### config.mk
export PLATFORM = sky130hd
export DESIGN_NAME = lsu_dmem
export DESIGN_NICKNAME = d
export VERILOG_FILES = /design/src/rtl/lsu_dmem.sv
export SDC_FILE = /design/constraint.sdc
export NUM_CORES = 1
export LEC_CHECK = 0
export CAP_MARGIN = 20
export CORE_MARGIN = 5
export CORE_UTILIZATION = 38
export DETAILED_ROUTE_END_ITERATION = 8
export HOLD_SLACK_MARGIN = 0.12
export PLACE_DENSITY = 0.84
export SYNTH_ARGS = -nofsm -noshare
export SYNTH_HDL_FRONTEND = slang
export SYNTH_SLANG_ARGS = --single-unit
### constraint.sdc
create_clock -name clk -period 1.7 [get_ports clk]
set_input_delay 0.34 -clock clk [delete_from_list [all_inputs] [get_ports clk]]
set_output_delay 0.34 -clock clk [all_outputs]
set_load 0.05 [all_outputs]
### src/rtl/lsu_dmem.sv
// -----------------------------------------------------------------------------
// lsu_dmem -- load/store unit between the single-cycle datapath and a
// handshaked data-memory bus.
//
// A load or store presented in IDLE is checked for alignment. Aligned accesses
// are latched into word-aligned bus request fields and the core is stalled
// until the bus acknowledges. The extended load result is returned with a
// one-cycle rdata_valid pulse in DONE. Misaligned accesses raise misalign_err
// for that cycle and retire without touching the bus.
//
// Optional feature macro: LSU_TIMEOUT_EN
//   Defined  : a REQ that sees no bus_ack within TIMEOUT_CYC cycles is aborted.
//              bus_err pulses and a load returns 32'hDEADBEEF.
//   Undefined: REQ waits indefinitely and bus_err is constant 0.
//
// Handshake: bus_req is held high together with stable bus_we/bus_addr/
// bus_be/bus_wdata from the first REQ cycle until the cycle in which bus_ack
// is sampled high. bus_rdata is taken in that same cycle. bus_req is low from
// the following edge. bus_ack outside REQ is ignored.
//
// Ports:
//   clk, rst_n          clock, synchronous active-low reset
//   req_valid           current instruction is a load or store
//   req_we              1 = store, 0 = load
//   req_wdin_op [1:0]   0 sb, 1 sh, 2/3 sw
//   req_rb_op   [2:0]   0 lb, 1 lbu, 2 lh, 3 lhu, 4-7 lw
//   req_addr    [31:0]  byte address
//   req_wdata   [31:0]  store data
//   stall               hold PC and register-file write (combinational)
//   rdata       [31:0]  extended load result, held until the next load
//   rdata_valid         one-cycle pulse in DONE for loads
//   misalign_err        misaligned access rejected (combinational)
//   bus_req/we/addr/be/wdata  registered bus request
//   bus_ack, bus_rdata  bus completion and read word
//   bus_err             timeout abort pulse
//   dbg_state   [1:0]   FSM state: 0 IDLE, 1 REQ, 2 DONE
// -----------------------------------------------------------------------------
module lsu_dmem #(
   parameter int unsigned TIMEOUT_CYC = 16
) (
   input  logic        clk,
   input  logic        rst_n,
   input  logic        req_valid,
   input  logic        req_we,
   input  logic [1:0]  req_wdin_op,
   input  logic [2:0]  req_rb_op,
   input  logic [31:0] req_addr,
   input  logic [31:0] req_wdata,
   output logic        stall,
   output logic [31:0] rdata,
   output logic        rdata_valid,
   output logic        misalign_err,
   output logic        bus_req,
   output logic        bus_we,
   output logic [31:0] bus_addr,
   output logic [3:0]  bus_be,
   output logic [31:0] bus_wdata,
   input  logic        bus_ack,
   input  logic [31:0] bus_rdata,
   output logic        bus_err,
   output logic [1:0]  dbg_state
);

   typedef enum logic [1:0] {
      ST_IDLE = 2'd0,
      ST_REQ  = 2'd1,
      ST_DONE = 2'd2
   } state_t;

   state_t      r_state;
   state_t      w_next_state;

   logic        w_misalign;
   logic        w_start;
   logic        w_ack_done;
   logic        w_abort;
   logic        w_timeout;
   logic [3:0]  w_st_be;
   logic [31:0] w_st_wdata;
   logic [7:0]  w_ld_byte;
   logic [15:0] w_ld_half;
   logic [31:0] w_ld_data;

   logic        r_bus_req;
   logic        r_bus_we;
   logic [31:0] r_bus_addr;
   logic [3:0]  r_bus_be;
   logic [31:0] r_bus_wdata;
   logic [1:0]  r_off;
   logic [2:0]  r_rb_op;
   logic [31:0] r_rdata;
   logic        r_rdata_valid;

   // Alignment: byte accesses never fault, halfwords need addr[0]=0,
   // words need addr[1:0]=0.
   always_comb begin
      w_misalign = 1'b0;
      if (req_we) begin
         case (req_wdin_op)
            2'd0:    w_misalign = 1'b0;
            2'd1:    w_misalign = req_addr[0];
            default: w_misalign = |req_addr[1:0];
         endcase
      end else begin
         case (req_rb_op)
            3'd0, 3'd1: w_misalign = 1'b0;
            3'd2, 3'd3: w_misalign = req_addr[0];
            default:    w_misalign = |req_addr[1:0];
         endcase
      end
   end

   // Store lane placement: narrow data is replicated across the word so the
   // byte enables alone select the target lanes.
   always_comb begin
      w_st_be    = 4'b1111;
      w_st_wdata = req_wdata;
      case (req_wdin_op)
         2'd0: begin
            w_st_be    = 4'b0001 << req_addr[1:0];
            w_st_wdata = {4{req_wdata[7:0]}};
         end
         2'd1: begin
            w_st_be    = req_addr[1] ? 4'b1100 : 4'b0011;
            w_st_wdata = {2{req_wdata[15:0]}};
         end
         default: begin
            w_st_be    = 4'b1111;
            w_st_wdata = req_wdata;
         end
      endcase
   end

   // Load extraction uses the offset and op latched at request time.
   always_comb begin
      w_ld_byte = bus_rdata[7:0];
      case (r_off)
         2'd0: w_ld_byte = bus_rdata[7:0];
         2'd1: w_ld_byte = bus_rdata[15:8];
         2'd2: w_ld_byte = bus_rdata[23:16];
         2'd3: w_ld_byte = bus_rdata[31:24];
         default: w_ld_byte = bus_rdata[7:0];
      endcase
      w_ld_half = r_off[1] ? bus_rdata[31:16] : bus_rdata[15:0];
      case (r_rb_op)
         3'd0:    w_ld_data = {{24{w_ld_byte[7]}}, w_ld_byte};
         3'd1:    w_ld_data = {24'd0, w_ld_byte};
         3'd2:    w_ld_data = {{16{w_ld_half[15]}}, w_ld_half};
         3'd3:    w_ld_data = {16'd0, w_ld_half};
         default: w_ld_data = bus_rdata;
      endcase
   end

   // FSM state register
   always_ff @(posedge clk) begin
      if (!rst_n) begin
         r_state <= ST_IDLE;
      end else begin
         r_state <= w_next_state;
      end
   end

   // FSM next state and combinational outputs
   always_comb begin
      w_next_state = r_state;
      stall        = 1'b0;
      misalign_err = 1'b0;
      w_start      = 1'b0;
      w_ack_done   = 1'b0;
      w_abort      = 1'b0;
      case (r_state)
         ST_IDLE: begin
            if (req_valid) begin
               if (w_misalign) begin
                  // Rejected access retires immediately: no stall.
                  misalign_err = 1'b1;
               end else begin
                  stall        = 1'b1;
                  w_start      = 1'b1;
                  w_next_state = ST_REQ;
               end
            end
         end
         ST_REQ: begin
            stall = 1'b1;
            // An ack in the last counted cycle takes priority over the abort.
            if (bus_ack) begin
               w_ack_done   = 1'b1;
               w_next_state = ST_DONE;
            end else if (w_timeout) begin
               w_abort      = 1'b1;
               w_next_state = ST_DONE;
            end
         end
         ST_DONE: begin
            w_next_state = ST_IDLE;
         end
         default: begin
            w_next_state = ST_IDLE;
         end
      endcase
   end

   // Bus request fields and load result
   always_ff @(posedge clk) begin
      if (!rst_n) begin
         r_bus_req     <= 1'b0;
         r_bus_we      <= 1'b0;
         r_bus_addr    <= 32'd0;
         r_bus_be      <= 4'd0;
         r_bus_wdata   <= 32'd0;
         r_off         <= 2'd0;
         r_rb_op       <= 3'd0;
         r_rdata       <= 32'd0;
         r_rdata_valid <= 1'b0;
      end else begin
         r_rdata_valid <= 1'b0;
         if (w_start) begin
            r_bus_req   <= 1'b1;
            r_bus_we    <= req_we;
            r_bus_addr  <= {req_addr[31:2], 2'b00};
            r_off       <= req_addr[1:0];
            r_rb_op     <= req_rb_op;
            r_bus_be    <= req_we ? w_st_be : 4'b1111;
            r_bus_wdata <= req_we ? w_st_wdata : 32'd0;
         end
         if (w_ack_done) begin
            r_bus_req <= 1'b0;
            if (!r_bus_we) begin
               r_rdata       <= w_ld_data;
               r_rdata_valid <= 1'b1;
            end
         end
         if (w_abort) begin
            r_bus_req <= 1'b0;
            if (!r_bus_we) begin
               r_rdata       <= 32'hDEAD_BEEF;
               r_rdata_valid <= 1'b1;
            end
         end
      end
   end

`ifdef LSU_TIMEOUT_EN
   localparam int unsigned      CNT_W    = $clog2(TIMEOUT_CYC) + 1;
   localparam logic [CNT_W-1:0] CNT_LAST = CNT_W'(TIMEOUT_CYC - 1);

   logic [CNT_W-1:0] r_cnt;
   logic             r_bus_err;

   // r_cnt holds the number of REQ cycles already completed, so it equals
   // CNT_LAST during the final allowed REQ cycle.
   always_ff @(posedge clk) begin
      if (!rst_n) begin
         r_cnt     <= '0;
         r_bus_err <= 1'b0;
      end else begin
         r_bus_err <= w_abort;
         if (w_start) begin
            r_cnt <= '0;
         end else if (r_state == ST_REQ) begin
            r_cnt <= r_cnt + 1'b1;
         end
      end
   end

   assign w_timeout = (r_cnt == CNT_LAST);
   assign bus_err   = r_bus_err;
`else
   assign w_timeout = 1'b0;
   // Constant 0; the parameter is referenced so both builds share one interface.
   assign bus_err   = (TIMEOUT_CYC == 0) ? 1'b0 : 1'b0;
`endif

   assign bus_req     = r_bus_req;
   assign bus_we      = r_bus_we;
   assign bus_addr    = r_bus_addr;
   assign bus_be      = r_bus_be;
   assign bus_wdata   = r_bus_wdata;
   assign rdata       = r_rdata;
   assign rdata_valid = r_rdata_valid;
   assign dbg_state   = r_state;

endmodule

---- Yosys cells after proc, flatten, opt, wreduce, memory -nomap -nowiden ----
Index checks and enable logic that the tools add are counted.
word-level totals
  output and inout port bits .............. 108
  bits in registers ....................... 108
  word-level logic and storage cells ...... 64
  input bits .............................. 106
operators by class
  mux-type cells .......................... 25
  reductions and logical operators ........ 12
  bitwise gates (word level) .............. 2
  equal/unequal tests ..................... 14
  shift operators ......................... 1
operators with widths
  kind                                                  count
  one-hot mux 32 bit (4 select lines)                   1
  one-hot mux 32 bit (2 select lines)                   1
  2-to-1 mux 32 bit                                     1
  one-hot mux 8 bit (4 select lines)                    1
  2-to-1 mux 16 bit                                     1
  equality test 3 x 2 -> 1 bit (second input constant)  4
  2-to-1 mux 1 bit                                      10
  2-to-1 mux 4 bit                                      2
  one-hot mux 4 bit (2 select lines)                    1
  OR reduction 2 bit                                    4
  equality test 2 x 1 -> 1 bit (second input constant)  3
  equality test 3 x 1 -> 1 bit (second input constant)  2
  logical NOT 2 bit                                     3
  logical NOT 3 bit                                     2
  2-to-1 mux 2 bit                                      3
  != test 2 bit (second input constant)                 3
  one-hot mux 1 bit (2 select lines)                    3
  equality test 2 bit (second input constant)           2
  one-hot mux 2 bit (2 select lines)                    1
  AND reduction 2 bit                                   2
  left shift 1 x 2 -> 4 bit (first input constant)      1
  AND reduction 3 bit                                   1
  inverter 1 bit                                        2

---- Longest topological paths before layout ----
Gate-level depths: netlist (run 1).
  depth in word-level cells ............... 7
  gate-level depth with buffers ........... 7
  mapped depth without buffers ............ 4

---- Worst setup path before layout (run 1) ----
Ideal clock, no wire load.
  path kind ............................... reg2out
  from .................................... reg r_state[1], in the netlist dbg_state[1]
  to ...................................... out misalign_err
  arrival time ............................ 1.976 ns
  path buffers ............................ 2
  data required time ...................... 1.360 ns
  stages on the path, launching flop included .. 5
  slack ................................... -0.616 ns
  cells stage by stage .................... dfxtp_1 > or3b_1 > clkbuf_1 > clkbuf_1 > nor2_1
between the ends
  cells in the longest elaborated chain, start to end .. 2
RTL lines
  what                    RTL line  RTL
  start, declared         70        state_t r_state;
  start signal, assigned  159       r_state <= w_next_state;
  logical NOT 2 bit       171       case (r_state)
  2-to-1 mux 1 bit        171
  end, declared           52        output logic misalign_err,
Every way passes these cells.

---- Final worst setup path (run 1) ----
  from .................................... in req_we
  to ...................................... out misalign_err
between the ends
  cells in the longest elaborated chain, start to end .. 4
RTL lines
  what              RTL line  RTL
  start, declared   44        input logic req_we,
  2-to-1 mux 1 bit  98        if (req_we) begin
  2-to-1 mux 1 bit  174       if (w_misalign) begin
  2-to-1 mux 1 bit  173       if (req_valid) begin
  2-to-1 mux 1 bit  171
Every way passes these cells.

==> results of run 1 <==
## timing repair
item | 4_1_cts | 5_1_grt
setup endpoints to repair | 76 | 33
pin swaps | 3 | 4
buffers inserted | 6 | 3
hold buffers | 0 | 0
gates resized for setup | 34 | 9
gates cloned | 0 | 0
## Yosys cell counts (2+ instances only)
library cell	number
nor2_1	23
nand2_1	45
buf_2	11
mux2_2	8
o2bb2ai_2	10
mux4_2	3
a21oi_1	74
nand3_1	43
o2bb2ai_1	6
a311oi_1	2
dfxtp_1	108
a22o_1	8
a31oi_1	7
clkbuf_2	2
buf_4	8
buf_6	2
o311ai_0	6
inv_1	4
nor2b_1	3
a22oi_1	8
o21ai_0	77
nor3b_1	2
and3_1	6
mux2i_1	38
clkbuf_1	30
nor3_1	3
## stage by stage
stage	instance area, µm²	setup TNS, ns
after floorplan	5051	-0.09195
after global placement	7347	-40.74
after detailed placement	7347	-42.04
after CTS	7680	-0.06497
after global routing	7726	-0.08355
final	7726	-0.01743
## layer usage
| layer | GRT usage | wire (µm) |
|---|---|---|
| met5 | 0 | 0 |
| met4 | 0.08962 | 402 |
| met3 | 0.06432 | 1293 |
| met2 | 0.3225 | 7615 |
| met1 | 0.2515 | 6752 |
## sequential cells by signal (all words and copies together), names as in the netlist
signal and cells:
bus_addr 30, bus_be 4, bus_req 1, bus_wdata 32, bus_we 1, dbg_state 2
r_off 2, r_rb_op 3, rdata 32, rdata_valid 1
## worst max-delay path, delay by kind of cell
family / cells / cell delay [ns]
compound gates: 1 / 0.41
buf+inv: 3 / 0.40
simple gates: 2 / 0.23
## path summary, 6_finish.rpt
| kind | end | start | slack [ns] |
|---|---|---|---|
| setup reg to reg | rdata[27] | dbg_state[0] | 0.13 |
| hold reg to reg | bus_wdata[0] | bus_wdata[0] | 0.46 |
| setup / recovery | misalign_err | req_we | -0.02 |
| hold / removal | dbg_state[0] | rst_n | 0.28 |
## layout make-up
cell class / instances / area (µm²)
Fill cell: 1112 / 4996
Multi-Input combinational cell: 396 / 2582
Timing Repair Buffer: 269 / 2437
Sequential cell: 108 / 2170
Clock buffer: 11 / 242.7
Tap cell: 172 / 215.2
Clock inverter: 5 / 60.06
Inverter: 5 / 18.77
## kinds of logic (layout without fill, tap and decap cells)
| group | Yosys count | in the layout | synth area share |
|---|---|---|---|
| other | 1 | 3 | 0.0007555 |
| AOI/OAI and AO/OA | 209 | 209 | 0.2685 |
| buffers and inverters | 59 | 290 | 0.05697 |
| muxes | 49 | 49 | 0.1084 |
| DFF | 108 | 108 | 0.4356 |
| and+or+nand+nor | 135 | 135 | 0.1298 |
## where the power goes
group | leakage, nW | internal [W] | switching (W) | total, W
Combinational | 2.07 | 0.000754 | 0.00105 | 0.00180
Sequential | 0.881 | 0.00266 | 0.0000748 | 0.00273
Clock | 0.146 | 0.00119 | 0.000945 | 0.00213
==> impl_metrics.tcl, run 1 <==
set metrics [dict create \
    status "finished with violations" \
    violations "setup timing" \
    irDropWorstVdd_uv 481.5 \
    holdPathStages 2 \
    cts-buffers-inserted 9 \
    boundaryPins 214 \
    die_w_um 124.3 \
    cap_viol_max_count 0 \
    gr-total-overflow 0 \
    synth_cells 561 \
    slowest_stage "a221o_2" \
    synth-edff-count 0 \
    grt_max_degree 57 \
    critPathKind "input port to primary output" \
    synth_seq_area_share 0.4356 \
    synth-main-ff-cell "dfxtp_1" \
    hold_class "input port to flop" \
    hpwl_um 11850 \
    end_kind "primary output" \
    drc 0 \
    diodes 0 \
    timing.final.crit_period_ns 1.717 \
    cpMostUsedCell "buf_12" \
    async_flop_share 0 \
    dieArea_um2 15450 \
    fmax_ghz 0.5823 \
    placed_cells_incl_taps 941 \
    synth_cell_types 50 \
    cp_max_fo 4 \
    finalCritPeriodShare 1.010 \
    required_ns 1.36 \
    fin_cells 966 \
    leakagePower_nw 3.100 \
    start_kind "input port" \
    area_delta_synth_final_pct 55.66 \
    htreeDepth 3 \
    track_usage 0.2028 \
    finalMaxSlewViolations 0 \
    vias 5046 \
    ctsRootBufferMaster "clkbuf_16" \
    drive_above_1_share 0.2897 \
    grt_pass1_vias 4972 \
    fin_worst_skew_ns 0.006347 \
    ctsLongestPathBuffers 2 \
    synth_top_cell_by_area "dfxtp_1" \
    numPortBuffers 210 \
    grt_pass1_wl_um 26180 \
    wl_um 16060 \
    firstDrtPassIters 5 \
    synth_area_um2 4964 \
    place.gp.congestion 0.8271 \
    slew_headroom 0.3882 \
    critPathMaxStageDelay_ns 0.41 \
    ys_ff_latch 108 \
    whs_ns 0.2806 \
    layout_commonest_cell "buf_4" \
    drtIter0Drc 270 \
    antenna_found_initial 0 \
    final_cell_mix "151 x buf_4, 106 x dfxtp_1, 96 x clkdlybuf4s50_1, 77 x o21ai_0, 73 x a21oi_1" \
    worstPathCellList "buf_12, nor2b_4, a221o_2, buf_12, nor2_4, buf_12" \
    die_h_um 124.3 \
    hold_viol 0 \
    worstMarginPinSlew_ns 0.9144 \
    finalPower_w 0.006667 \
    p_per_area_nw_per_um2 863.0 \
    synth_top_area_share 0.4356 \
    clk-insertion-delay-late_ns 0.35 \
    syn_avg_cell_area_um2 8.848 \
    cts_num_sinks 108 \
    dp_slack_ns -0.5957 \
    viasPerCell 5.224 \
    rsz0062_at_grt "true" \
    reg2regPathDepth 6 \
    cp_data_arrival_time_ns 1.38 \
    core-area_um2 12720 \
    initial_core_util 0.3901 \
    row_count 41 \
    cts_tree "built" \
    ant_nets 0 \
    ys_warn_count 0 \
    setup_viol 1 \
    clk_pin_slew_ns 0.07 \
    nets 895 \
    wl_per_cell_um 16.63 \
    setup_slack_ns -0.01743 \
    final_util 0.6073 \
    ys_top_cells_by_area "dfxtp_1 44%, o21ai_0 7.8%, mux2i_1 7.7%, a21oi_1 7.5%, nand3_1 4.3%" \
]
Power figures use the tool's default switching activity.
==> run 2, diff against run 1 <==
--- a/config.mk
+++ b/config.mk
@@ -8,6 +8,7 @@
 export CAP_MARGIN = 20
 export CORE_MARGIN = 5
 export CORE_UTILIZATION = 38
+export CTS_CLUSTER_SIZE = 16
 export DETAILED_ROUTE_END_ITERATION = 8
 export HOLD_SLACK_MARGIN = 0.12
 export PLACE_DENSITY = 0.84
==> results of run 2 <==
The final DEF is identical to that of run 1; final timing and power are the same.
